--- src/rtl/control_debug_pipeline.sv ---
// Debug sequencer for the MIPS pipeline: free-run / single-step gating of the
// pipeline enable, halt capture, and a byte-serial dump of the register file.
module control_debug_pipeline #(
    parameter int LEN                  = 32,
    parameter int CANTIDAD_REGISTROS   = 32,
    parameter int NB_ADDRESS_REGISTROS = $clog2(CANTIDAD_REGISTROS)
) (
    input  logic                            i_clk,
    input  logic                            i_rst,
    input  logic                            i_cmd_valid,
    input  logic [1:0]                      i_cmd,
    output logic                            o_cmd_ready,
    input  logic                            i_halt,
    output logic                            o_pipe_en,
    output logic                            o_halted,
    output logic                            o_rf_sel,
    output logic [NB_ADDRESS_REGISTROS-1:0] o_rf_addr,
    input  logic [LEN-1:0]                  i_rf_data,
    output logic [7:0]                      o_tx_data,
    output logic                            o_tx_valid,
    input  logic                            i_tx_ready
);

    localparam int NB_BYTES = LEN / 8;
    localparam int NB_CNT   = $clog2(NB_BYTES) + 1;
    localparam logic [NB_CNT-1:0]               LAST_BYTE = NB_CNT'(NB_BYTES - 1);
    localparam logic [NB_ADDRESS_REGISTROS-1:0] LAST_ADDR = NB_ADDRESS_REGISTROS'(CANTIDAD_REGISTROS - 1);

    typedef enum logic [2:0] {
        S_IDLE,
        S_RUN,
        S_STEP,
        S_DUMP_RD,
        S_DUMP_TX
    } state_t;

    typedef enum logic [1:0] {
        CMD_NOP,
        CMD_RUN,
        CMD_STEP,
        CMD_DUMP
    } cmd_t;

    state_t                          state_q, state_d;
    logic                            halted_q, halted_d;
    logic [NB_ADDRESS_REGISTROS-1:0] addr_q, addr_d;
    logic [LEN-1:0]                  shreg_q, shreg_d;
    logic [NB_CNT-1:0]               cnt_q, cnt_d;
    logic                            cmd_ready_q, cmd_ready_d;
    logic                            pipe_en_q, pipe_en_d;
    logic                            rf_sel_q, rf_sel_d;
    logic                            tx_valid_q, tx_valid_d;

    always_comb begin
        state_d  = state_q;
        halted_d = halted_q;
        addr_d   = addr_q;
        shreg_d  = shreg_q;
        cnt_d    = cnt_q;

        unique case (state_q)
            S_IDLE: begin
                if (i_cmd_valid) begin
                    unique case (cmd_t'(i_cmd))
                        CMD_RUN:  if (!halted_q) state_d = S_RUN;
                        CMD_STEP: if (!halted_q) state_d = S_STEP;
                        CMD_DUMP: begin
                            addr_d  = '0;
                            state_d = S_DUMP_RD;
                        end
                        default: ;
                    endcase
                end
            end
            S_RUN: begin
                if (i_halt) begin
                    halted_d = 1'b1;
                    state_d  = S_IDLE;
                end
            end
            S_STEP: begin
                if (i_halt) halted_d = 1'b1;
                state_d = S_IDLE;
            end
            S_DUMP_RD: begin
                shreg_d = i_rf_data;
                cnt_d   = '0;
                state_d = S_DUMP_TX;
            end
            S_DUMP_TX: begin
                if (i_tx_ready) begin
                    shreg_d = shreg_q >> 8;
                    cnt_d   = cnt_q + 1'b1;
                    if (cnt_q == LAST_BYTE) begin
                        if (addr_q == LAST_ADDR) begin
                            addr_d  = '0;
                            state_d = S_IDLE;
                        end else begin
                            addr_d  = addr_q + 1'b1;
                            state_d = S_DUMP_RD;
                        end
                    end
                end
            end
            default: state_d = S_IDLE;
        endcase

        // Status outputs are registered images of the next state, so they
        // depend on inputs only through the flops.
        cmd_ready_d = (state_d == S_IDLE);
        pipe_en_d   = (state_d == S_RUN) || (state_d == S_STEP);
        rf_sel_d    = (state_d == S_DUMP_RD) || (state_d == S_DUMP_TX);
        tx_valid_d  = (state_d == S_DUMP_TX);
    end

    always_ff @(posedge i_clk or negedge i_rst) begin
        if (!i_rst) begin
            state_q     <= S_IDLE;
            halted_q    <= 1'b0;
            addr_q      <= '0;
            shreg_q     <= '0;
            cnt_q       <= '0;
            cmd_ready_q <= 1'b1;
            pipe_en_q   <= 1'b0;
            rf_sel_q    <= 1'b0;
            tx_valid_q  <= 1'b0;
        end else begin
            state_q     <= state_d;
            halted_q    <= halted_d;
            addr_q      <= addr_d;
            shreg_q     <= shreg_d;
            cnt_q       <= cnt_d;
            cmd_ready_q <= cmd_ready_d;
            pipe_en_q   <= pipe_en_d;
            rf_sel_q    <= rf_sel_d;
            tx_valid_q  <= tx_valid_d;
        end
    end

    assign o_cmd_ready = cmd_ready_q;
    assign o_pipe_en   = pipe_en_q;
    assign o_halted    = halted_q;
    assign o_rf_sel    = rf_sel_q;
    assign o_rf_addr   = addr_q;
    assign o_tx_valid  = tx_valid_q;
    assign o_tx_data   = shreg_q[7:0];

endmodule

--- config.mk ---
export PLATFORM = sky130hd
export DESIGN_NAME = control_debug_pipeline
export DESIGN_NICKNAME = d
export VERILOG_FILES = /design/src/rtl/control_debug_pipeline.sv
export SDC_FILE = /design/constraint.sdc
export NUM_CORES = 1
export LEC_CHECK = 0
export ABC_AREA = 1
export BUFFER_PORTS_ARGS = -buffer_cell sky130_fd_sc_hd__buf_2
export CELL_PAD_IN_SITES_DETAIL_PLACEMENT = 1
export CELL_PAD_IN_SITES_GLOBAL_PLACEMENT = 1
export CORE_MARGIN = 2
export CORE_UTILIZATION = 42
export DETAILED_ROUTE_END_ITERATION = 8
export PLACE_DENSITY_LB_ADDON = 0.1
export SYNTH_ARGS = -nofsm -noshare
export SYNTH_HDL_FRONTEND = slang
export SYNTH_SLANG_ARGS = --single-unit
--- constraint.sdc ---
create_clock -name i_clk -period 4.4 [get_ports i_clk]
set_input_delay 0.44 -clock i_clk [delete_from_list [all_inputs] [get_ports i_clk]]
set_output_delay 0.44 -clock i_clk [all_outputs]
set_load 0.02 [all_outputs]
### Word level (Yosys, flattened, before mapping)

Index checks and enable logic that the tools add are counted.

* register bits after elaboration: 48
* bits of input ports: 39
* output and inout bits: 18
* word-level logic and storage cells: 57

* add/sub/neg operators: 2
* equality and inequality tests: 17
* multiplexer cells: 19
* reduce and logical (&&, ||, !) cells: 10

Operators by type and width (count)
* $pmux W32 S2: 1
* $mux W32: 1
* $mux W5: 5
* $mux W3: 7
* $eq A3 B2 Y1 const B: 5
* $pmux W3 S4: 1
* $pmux W5 S2: 1
* $pmux W3 S3: 1
* $eq A3 B1 Y1 const B: 2
* $eq A3 B3 Y1 const B: 2
* $logic_not A3 Y1: 2
* $ne A2 B2 Y1 const B: 3
* $pmux W3 S2: 1
* $add A5 B1 Y5 const B: 1
* $eq A5 B5 Y1 const B: 1
* $reduce_and A5 Y1: 1
* $eq A2 B2 Y1 const B: 2
* $reduce_and A2 Y1: 2
* $reduce_bool A2 Y1: 2
* $add A3 B1 Y3 const B: 1
* $eq A2 B1 Y1 const B: 1
* $logic_or A1 B1 Y1: 2
* $mux W2: 1
* $ne A2 B1 Y1 const B: 1
* $reduce_or A2 Y1: 1

### Depth between registers and ports, before layout

Gate-level depths: netlist of run 1.

* depth after elaboration: 7
* gate-level depth with buffers: 12
* depth with buffers taken out: 12

### Least setup slack after synthesis of run 1

OpenSTA, ideal clock, no wires.

* path kind: reg2reg
* start: register addr_q[0] (netlist: o_rf_addr[0])
* end: register pipe_en_q (netlist: o_pipe_en)
* library setup time: 0.116 ns
* arrival: 1.645 ns
* data required time: 4.284 ns
* slack: 2.639 ns
* cell stages (with the launch flop): 13
* buffers on the path: 0
* clock period less this slack: 1.761 ns
* cell sequence: dfrtp_1 > ha_1 > nand2_1 > nor2_1 > ha_1 > inv_1 > nand3_1 > nor2_1 > nor2_1 > nand2_1 > inv_1 > nand2_1 > nand2_1

* cells in the longest elaborated chain, start to end: 7
* elaborated cells between the ends (all ways): 8
* classes of those cells: eq/ne: 3; mux: 4; reduce/logical: 1

Ends and longest elaborated chain
* start: declaration: line 46 `logic [NB_ADDRESS_REGISTROS-1:0] addr_q, addr_d;`
* start signal: assignment: line 130 `addr_q <= addr_d;`
* $eq A5 B5 Y1 (*): line 95 `if (addr_q == LAST_ADDR) begin`
* $mux W2 (*): line 95
* $mux W3 (*): line 94 `if (cnt_q == LAST_BYTE) begin`
* $mux W3 (*): line 91 `if (i_tx_ready) begin`
* $pmux W3 S4 (*): line 61 `unique case (state_q)`
* named net state_d[0]: line 44 `state_t state_q, state_d;`
* $eq A3 B1 Y1 or $eq A3 B2 Y1 (tied branches): line 111 `pipe_en_d = (state_d == S_RUN) || (state_d == S_STEP);`
* $logic_or A1 B1 Y1 (*): line 111
* named net pipe_en_d: line 50 `logic pipe_en_q, pipe_en_d;`
* end signal: assignment: line 134 `pipe_en_q <= pipe_en_d;`
* end: declaration: line 50

Mark *: on every way through the listed nets, which the timed path passes. The rest lies on a longest branch.
A chain may end at the register's enable or synchronous reset.

### Worst setup path in the final report of run 1

* start: register state_q[0]
* end: register cnt_q[0]

* cells in the longest elaborated chain, start to end: 3
* elaborated cells between the ends (all ways): 6
* classes of those cells: eq/ne: 3; mux: 1; reduce/logical: 2

Ends and longest elaborated chain
* start: declaration: line 44
* start signal: assignment: line 128 `state_q <= state_d;`
* $eq A3 B3 Y1 or $eq A3 B2 Y1 (tied branches): line 61
* $ne A2 B2 Y1 (no source line) or $reduce_bool A2 Y1 (tied branches)
* $reduce_and A2 Y1 (no source line)
* end signal: assignment: line 132 `cnt_q <= cnt_d;`
* end: declaration: line 48 `logic [NB_CNT-1:0] cnt_q, cnt_d;`

Parallel ways exist; a longest one is shown, timed or not.

==> results of run 1 <==
[kinds of logic (layout without fill, tap and decap cells)]
family	after synthesis	after routing
fa+ha+maj	4	4
compound gates	64	64
buf+inv	59	104
flops	48	48
simple gates	106	106
[state kept, by name (all words and copies together) (netlist names)]
register     count
cnt_q            3
o_cmd_ready      1
o_halted         1
o_pipe_en        1
o_rf_addr        5
o_rf_sel         1
o_tx_valid       1
shreg_q         32
state_q          3
[layer usage]
layer	up-vias	global-route usage, %	share of wire [%]
met1	967	23.6	44
met4	0	5.17	1.1
met2	33	32.2	51
li1	989	-	-
met5	-	0	0
met3	7	4.55	4.6
[layout by cell type, fill, tap and decap left out, drive strengths merged]
| cell | synthesis | final |
|---|---|---|
| ha | 4 | 4 |
| o21ai | 44 | 44 |
| o22ai | 1 | 1 |
| bufinv | 0 | 1 |
| nand2 | 75 | 75 |
| or2 | 2 | 2 |
| clkbuf | 2 | 7 |
| a21oi | 3 | 3 |
| inv | 40 | 40 |
| buf | 17 | 56 |
| nor2 | 8 | 8 |
| dfstp | 1 | 1 |
| o211ai | 16 | 16 |
| dfrtp | 47 | 47 |
| nand3 | 17 | 17 |
| nand4 | 4 | 4 |
[cells in the mapped netlist, drive strengths merged]
library cell,n,area share (%)
nand2,75,12
dfrtp,47,50
o21ai,44,9.3
inv,40,6.5
buf,17,5.0
nand3,17,4.0
o211ai,16,5.1
nor2,8,2.0
ha,4,2.1
nand4,4,1.1
a21oi,3,0.63
clkbuf,2,0.32
or2,2,0.53
dfstp,1,1.1
o22ai,1,0.26
[power groups by stage]
| stage | clock, W | sequential (W) | combinational (W) |
|---|---|---|---|
| 5_1_grt | 0.000375 | 0.000691 | 0.000650 |
| 2_1_floorplan | 0 | 0.000686 | 0.000456 |
| 4_1_cts | 0.000359 | 0.000674 | 0.000573 |
| 6_report | 0.000347 | 0.000672 | 0.000562 |
| 3_5_place_dp | 0 | 0.000681 | 0.000570 |
| 3_3_place_gp | 0 | 0.000676 | 0.000548 |
[per-stage QoR]
step	hold WS, ns	instance area, sq um
2_1_floorplan	0.144	2360
3_3_place_gp	0.468	2610
3_5_place_dp	0.473	2610
4_1_cts	0.376	2740
5_1_grt	0.382	2740
6_report	0.333	2740
[cell type report]
type                    instances  area (sq um)
repair buffers                 56           280
flip-flops and latches         48          1200
inverters                      40           153
clock inverters                 1          30.0
well taps                      72          90.1
multi-input cells             174           885
fillers                       707          2740
clock buffers                   7          96.3
[final timing paths]
path                       cells past startpoint                 endpoint                    from  slack [ns]
setup / recovery                               8     cnt_q[0]$_DFFE_PN0P_    state_q[0]$_DFF_PN0_        2.14
hold / removal                                 1   shreg_q[6]$_DFFE_PN0P_                   i_rst        0.33
setup reg to reg                               8     cnt_q[0]$_DFFE_PN0P_    state_q[0]$_DFF_PN0_        2.14
hold reg to reg                                2   shreg_q[6]$_DFFE_PN0P_  shreg_q[6]$_DFFE_PN0P_        0.49
max in group asynchronous                      1     o_halted$_DFFE_PN0P_                   i_rst        3.41
min in group i_clk                             3  shreg_q[27]$_DFFE_PN0P_           i_rf_data[27]        0.38
==> summary.md, run 1 <==
| Metric | Value |
|---|---|
| Gpl congestion | `0.716` |
| Largest net degree at the start of global routing | `55` |
| Buffers on Ports | `56` |
| Detail-routed via count per cell | `5.02` |
| Initial drt markers | `125` |
| Chip height | `79.0 um` |
| Antenna Cells | `0` |
| Final setup fails | `0` |
| Final net count | `368` |
| Synth Area in XOR/XNOR | `0%` |
| Critical-path maximum fanout | `54` |
| Post-Route WL | `5400 um` |
| Proportion of power drawn by the clock network | `22.0%` |
| First-pass GRT wire length | `9230 um` |
| Clk sinks | `48` |
| Worst Path Buf+Inv | `2` |
| Setup_tns | `0 ns` |
| IO Pins | `57` |
| P_int | `0.000990 W` |
| Longest Clk Path Bufs | `2` |
| Leakage | `1.39 nW` |
| Seq cells post-synth | `48` |
| Wire length per cell | `13.6 um` |
| Die width | `79.0 um` |
| Post CTS Setup Buffer Count | `0` |
| Num CTS Buffers | `5` |
| Clock root buffer | `clkbuf_8` |
| Max incr delay on CP | `0.52 ns` |
| Synth Instances | `281` |
| Worst EP required | `4.58 ns` |
| Initial DRT Pass Iterations | `5` |
| Synthesized Nets | `324` |
| Final ANT Viol Nets | `0` |
| Slew @ Worst Pin | `1.07 ns` |
| Post-detail-place hpwl | `3830 um` |
| Syn. warnings | `0` |
| Slew Limit Fails | `0` |
| Core region area | `5470 sq um` |
| Top delay family on crit path | `simple AND/OR/NAND/NOR gates` |
| Startpoint types | `flip-flop` |
| CP Class | `reg2reg` |
| Sw power | `0.000591 W` |
| PostCTS Resize Cnt | `0` |
| Reg power frac | `42.5%` |
| H-tree Lvls | `2` |
| Final Cycle Share | `51.4%` |
| Post-synthesis mux area share | `0%` |
| Setup Skew | `0.00676 ns` |
| Worst-Skew Late Latency | `0.30 ns` |
| Endpoint class of the critical path | `flip-flop` |
| Combinational family with the most area after synthesis | `simple AND/OR/NAND/NOR gates` |
| Compound-cell area share of the yosys netlist | `15.3%` |
| Synth cell types | `24` |
| Mapped Area | `2360 sq um` |
| Rows | `27` |
| All-Layer GR Usage | `18.7%` |
| CP arrival | `2.44 ns` |
| Min-delay worst type | `in2async` |
| Post-layout util | `50.0%` |
| P&R area growth vs syn | `15.7%` |
| Die ar. | `6250 sq um` |
| Cell Count Post-Placement | `390` |
| Hold Fails Final Rpt | `0` |
| Pwr dens | `578 nW/um^2` |
| PnR worst setup slack | `2.14 ns` |
| Avg Cell Area, Syn | `8.42 sq um` |
| Adder-cell share of the synthesized area | `2.12%` |
| Vias in the first global route | `2026` |
| Hold_buf cts | `0` |
| # DRC | `0` |
| RSZ-0062 raised after global routing | `no` |
| Pre-CTS WS | `2.19 ns` |
| Maxcap violations | `0` |
| FMAX | `443 MHz` |
| Vias | `1996` |
| Post-route total power | `0.00158 W` |
| Grt ovf | `0` |
| Slowest CP cell | `nor2_8` |
| Clock slew at reported path FFs | `0.09 ns` |
| Share of cells above drive strength 1 | `23.6%` |
| Starting Density | `43.2%` |
| Worst rel slew slack | `28.5%` |
| Minimum clock period | `2.26 ns` |
| Sw Ratio | `37.4%` |
| Synth Area in Simple Gates | `20.0%` |
| Status | `finished, final reports clean` |
| Final cell count without fillers | `398` |
| Crit path top cell by count | `nand2_2` |
| Antenna violations before repair | `0` |
| CP Cell Sequence | `inv_2 -> nand2_2 -> nor2_8 -> nand2_2 -> nand2_4 -> inv_4 -> nand2_1 -> o21ai_0` |
| Comb pwr share | `35.5%` |
| CTS tree | `yes` |
| Maximum VDD drop | `253 uV` |
| Register area share after synthesis | `50.8%` |
Note: power is estimated with default switching activity, not from simulation.
==> inputs of run 2 (changes only) <==
--- a/config.mk
+++ b/config.mk
@@ -10,7 +10,7 @@
 export CELL_PAD_IN_SITES_DETAIL_PLACEMENT = 1
 export CELL_PAD_IN_SITES_GLOBAL_PLACEMENT = 1
 export CORE_MARGIN = 2
-export CORE_UTILIZATION = 42
+export CORE_UTILIZATION = 39
 export DETAILED_ROUTE_END_ITERATION = 8
 export PLACE_DENSITY_LB_ADDON = 0.1
 export SYNTH_ARGS = -nofsm -noshare
==> constraint.sdc (replaced) <==
create_clock -name i_clk -period 2.2 [get_ports i_clk]
set_input_delay 0.22 -clock i_clk [delete_from_list [all_inputs] [get_ports i_clk]]
set_output_delay 0.22 -clock i_clk [all_outputs]
set_load 0.02 [all_outputs]
==> summary.md, run 2 (synthesis results as in run 1) <==
| Metric | Value |
|---|---|
| Status | `finished, final reports clean` |
| CTS tree | `yes` |
| Top reg by flops | `shreg_q` |
| Grt ovf | `0 (unchanged)` |
| Longest Clk Path Bufs | `2 (unchanged)` |
| IO Pins | `57 (unchanged)` |
| P&R area growth vs syn | `16.6%` |
| Antenna Cells | `0 (unchanged)` |
| Final ANT Viol Nets | `0 (unchanged)` |
| Clock slew at reported path FFs | `0.08 ns (about the same)` |
| Die width | `81.9 um (+3.6%)` |
| CP arrival | `2.10 ns (-0.34 ns)` |
| Final net count | `373 (+1.4%)` |
| Most frequent cells in the layout | `72 x nand2_1, 56 x buf_2, 47 x dfrtp_1` |
| Minimum clock period | `1.91 ns (-0.350 ns)` |
| Share of cells above drive strength 1 | `23.9% (+0.32 points)` |
| Setup Skew | `0.00575 ns (-0.00101 ns)` |
| Wire length per cell | `13.6 um (+0.33%)` |
| All-Layer GR Usage | `17.4% (-1.4 points)` |
| Maximum VDD drop | `462 uV (+82%)` |
| Worst rel slew slack | `73.3% (+45 points)` |
| Clock root buffer | `clkbuf_8` |
| Vias in the first global route | `1921 (-5.2%)` |
| FMAX | `524 MHz (+18%)` |
| Detail-routed via count per cell | `4.91 (-2.0%)` |
| Largest net degree at the start of global routing | `54 (-1.8%)` |
| Vias | `1990 (-0.30%)` |
| Clk sinks | `48 (unchanged)` |
| Post CTS Setup Buffer Count | `0 (unchanged)` |
| Hold Fails Final Rpt | `0 (unchanged)` |
| H-tree Lvls | `2 (unchanged)` |
| Rows | `28 (+3.7%)` |
| Startpoint types | `flip-flop` |
| Fill count | `752 (+6.4%)` |
| Buffers on Ports | `56 (unchanged)` |
| Post-Route WL | `5510 um (+2.1%)` |
| Endpoint class of the critical path | `flip-flop` |
| R2r setup slk | `0.29 ns (-1.85 ns)` |
| CP Class | `reg2reg` |
| Die ar. | `6700 sq um (+7.3%)` |
| Chip height | `81.9 um (+3.6%)` |
| PostCTS Resize Cnt | `0 (unchanged)` |
| Pre-CTS WS | `0.285 ns (-1.90 ns)` |
| Starting Density | `40.2% (-3.0 points)` |
| Hold_buf cts | `1 (+1)` |
| Maxcap violations | `0 (unchanged)` |
| # DRC | `0 (unchanged)` |
| Setup_tns | `0 ns (unchanged)` |
| RSZ-0062 raised after global routing | `no` |
| Final setup fails | `0 (unchanged)` |
| Max reg flops | `32 (unchanged)` |
| Gpl congestion | `0.718 (+0.28%)` |
| First-pass GRT wire length | `8870 um (-3.9%)` |
| Most common cell after layout, fill and taps aside | `nand2_1` |
| Critical-path maximum fanout | `6 (-89%)` |
| Final Cycle Share | `86.8% (+35 points)` |
| Initial DRT Pass Iterations | `4 (-1)` |
| Initial drt markers | `75 (-40%)` |
| Post-detail-place hpwl | `4010 um (+4.8%)` |
| PnR worst setup slack | `0.290 ns (-1.85 ns)` |
| Leakage | `1.40 nW (+0.66%)` |
| Core region area | `5890 sq um (+7.5%)` |
| Worst-Skew Late Latency | `0.30 ns (about the same)` |
| Min-delay worst type | `in2reg` |
| Slew @ Worst Pin | `0.400 ns (-0.672 ns)` |
| Antenna violations before repair | `0 (unchanged)` |
| Worst EP required | `2.39 ns (-2.19 ns)` |
| Slew Limit Fails | `0 (unchanged)` |
| Pwr dens | `1090 nW/um^2 (+88%)` |
| Num CTS Buffers | `5 (unchanged)` |
[run 2: path summary, 6_finish.rpt]
path	endpoint	cells past startpoint	from
max	o_pipe_en$_DFF_PN0_	12	o_rf_addr[0]$_DFFE_PN0P_
min	shreg_q[29]$_DFFE_PN0P_	3	i_rf_data[29]
max reg2reg	o_pipe_en$_DFF_PN0_	12	o_rf_addr[0]$_DFFE_PN0P_
min reg2reg	shreg_q[0]$_DFFE_PN0P_	2	shreg_q[0]$_DFFE_PN0P_
max in group asynchronous	o_cmd_ready$_DFF_PN1_	3	i_rst
min in group asynchronous	shreg_q[5]$_DFFE_PN0P_	2	i_rst
[run 2: layout make-up]
cell class / count / area, sq um / area share (%)
clock buffers: 6 / 72.6 / 2.63
well taps: 75 / 93.8 / 3.40
repair buffers: 61 / 345 / 12.5
multi-input cells: 174 / 885 / 32.1
clock inverters: 1 / 5.00 / 0.182
inverters: 40 / 153 / 5.54
flip-flops and latches: 48 / 1200 / 43.6
[run 2: through the flow]
stage          instance area [sq um]  cells  hold WS (ns)  power, W  util, %
3_3_place_gp                    2670    397         0.165   0.00250     45.3
2_1_floorplan                   2360    281       -0.0756   0.00228        -
4_1_cts                         2760    405         0.152   0.00306     46.8
6_report                        2760    405         0.162   0.00300     46.8
3_5_place_dp                    2670    397         0.170   0.00255     45.3
5_1_grt                         2760    405         0.163   0.00328     46.8
[run 2: per-layer routing]
metal / global-route usage [%] / vias to the layer above / wire [um]
met2: 29.8 / 33 / 2810
met1: 22.0 / 953 / 2440
met5: 0 / - / 0
met3: 3.74 / 6 / 192
met4: 5.00 / 0 / 70
li1: - / 998 / -
[run 2: where the power goes]
group | switching [W] | leakage, nW | internal (W)
Sequential | 0.000133 | 0.613 | 0.00122
Combinational | 0.000771 | 0.742 | 0.000391
Clock | 0.000274 | 0.0410 | 0.000216
[run 2: worst max-delay path: stages, from the launching register on]
cell and delay (ns):
dfrtp_1 0.44, ha_1 0.23, nand2_1 0.09, nor2_1 0.05, ha_1 0.16, inv_1 0.09
nand3_1 0.07, nor2_1 0.29, nor2_1 0.09, nand2_1 0.13, inv_1 0.07, nand2_1 0.06
nand2_1 0.05
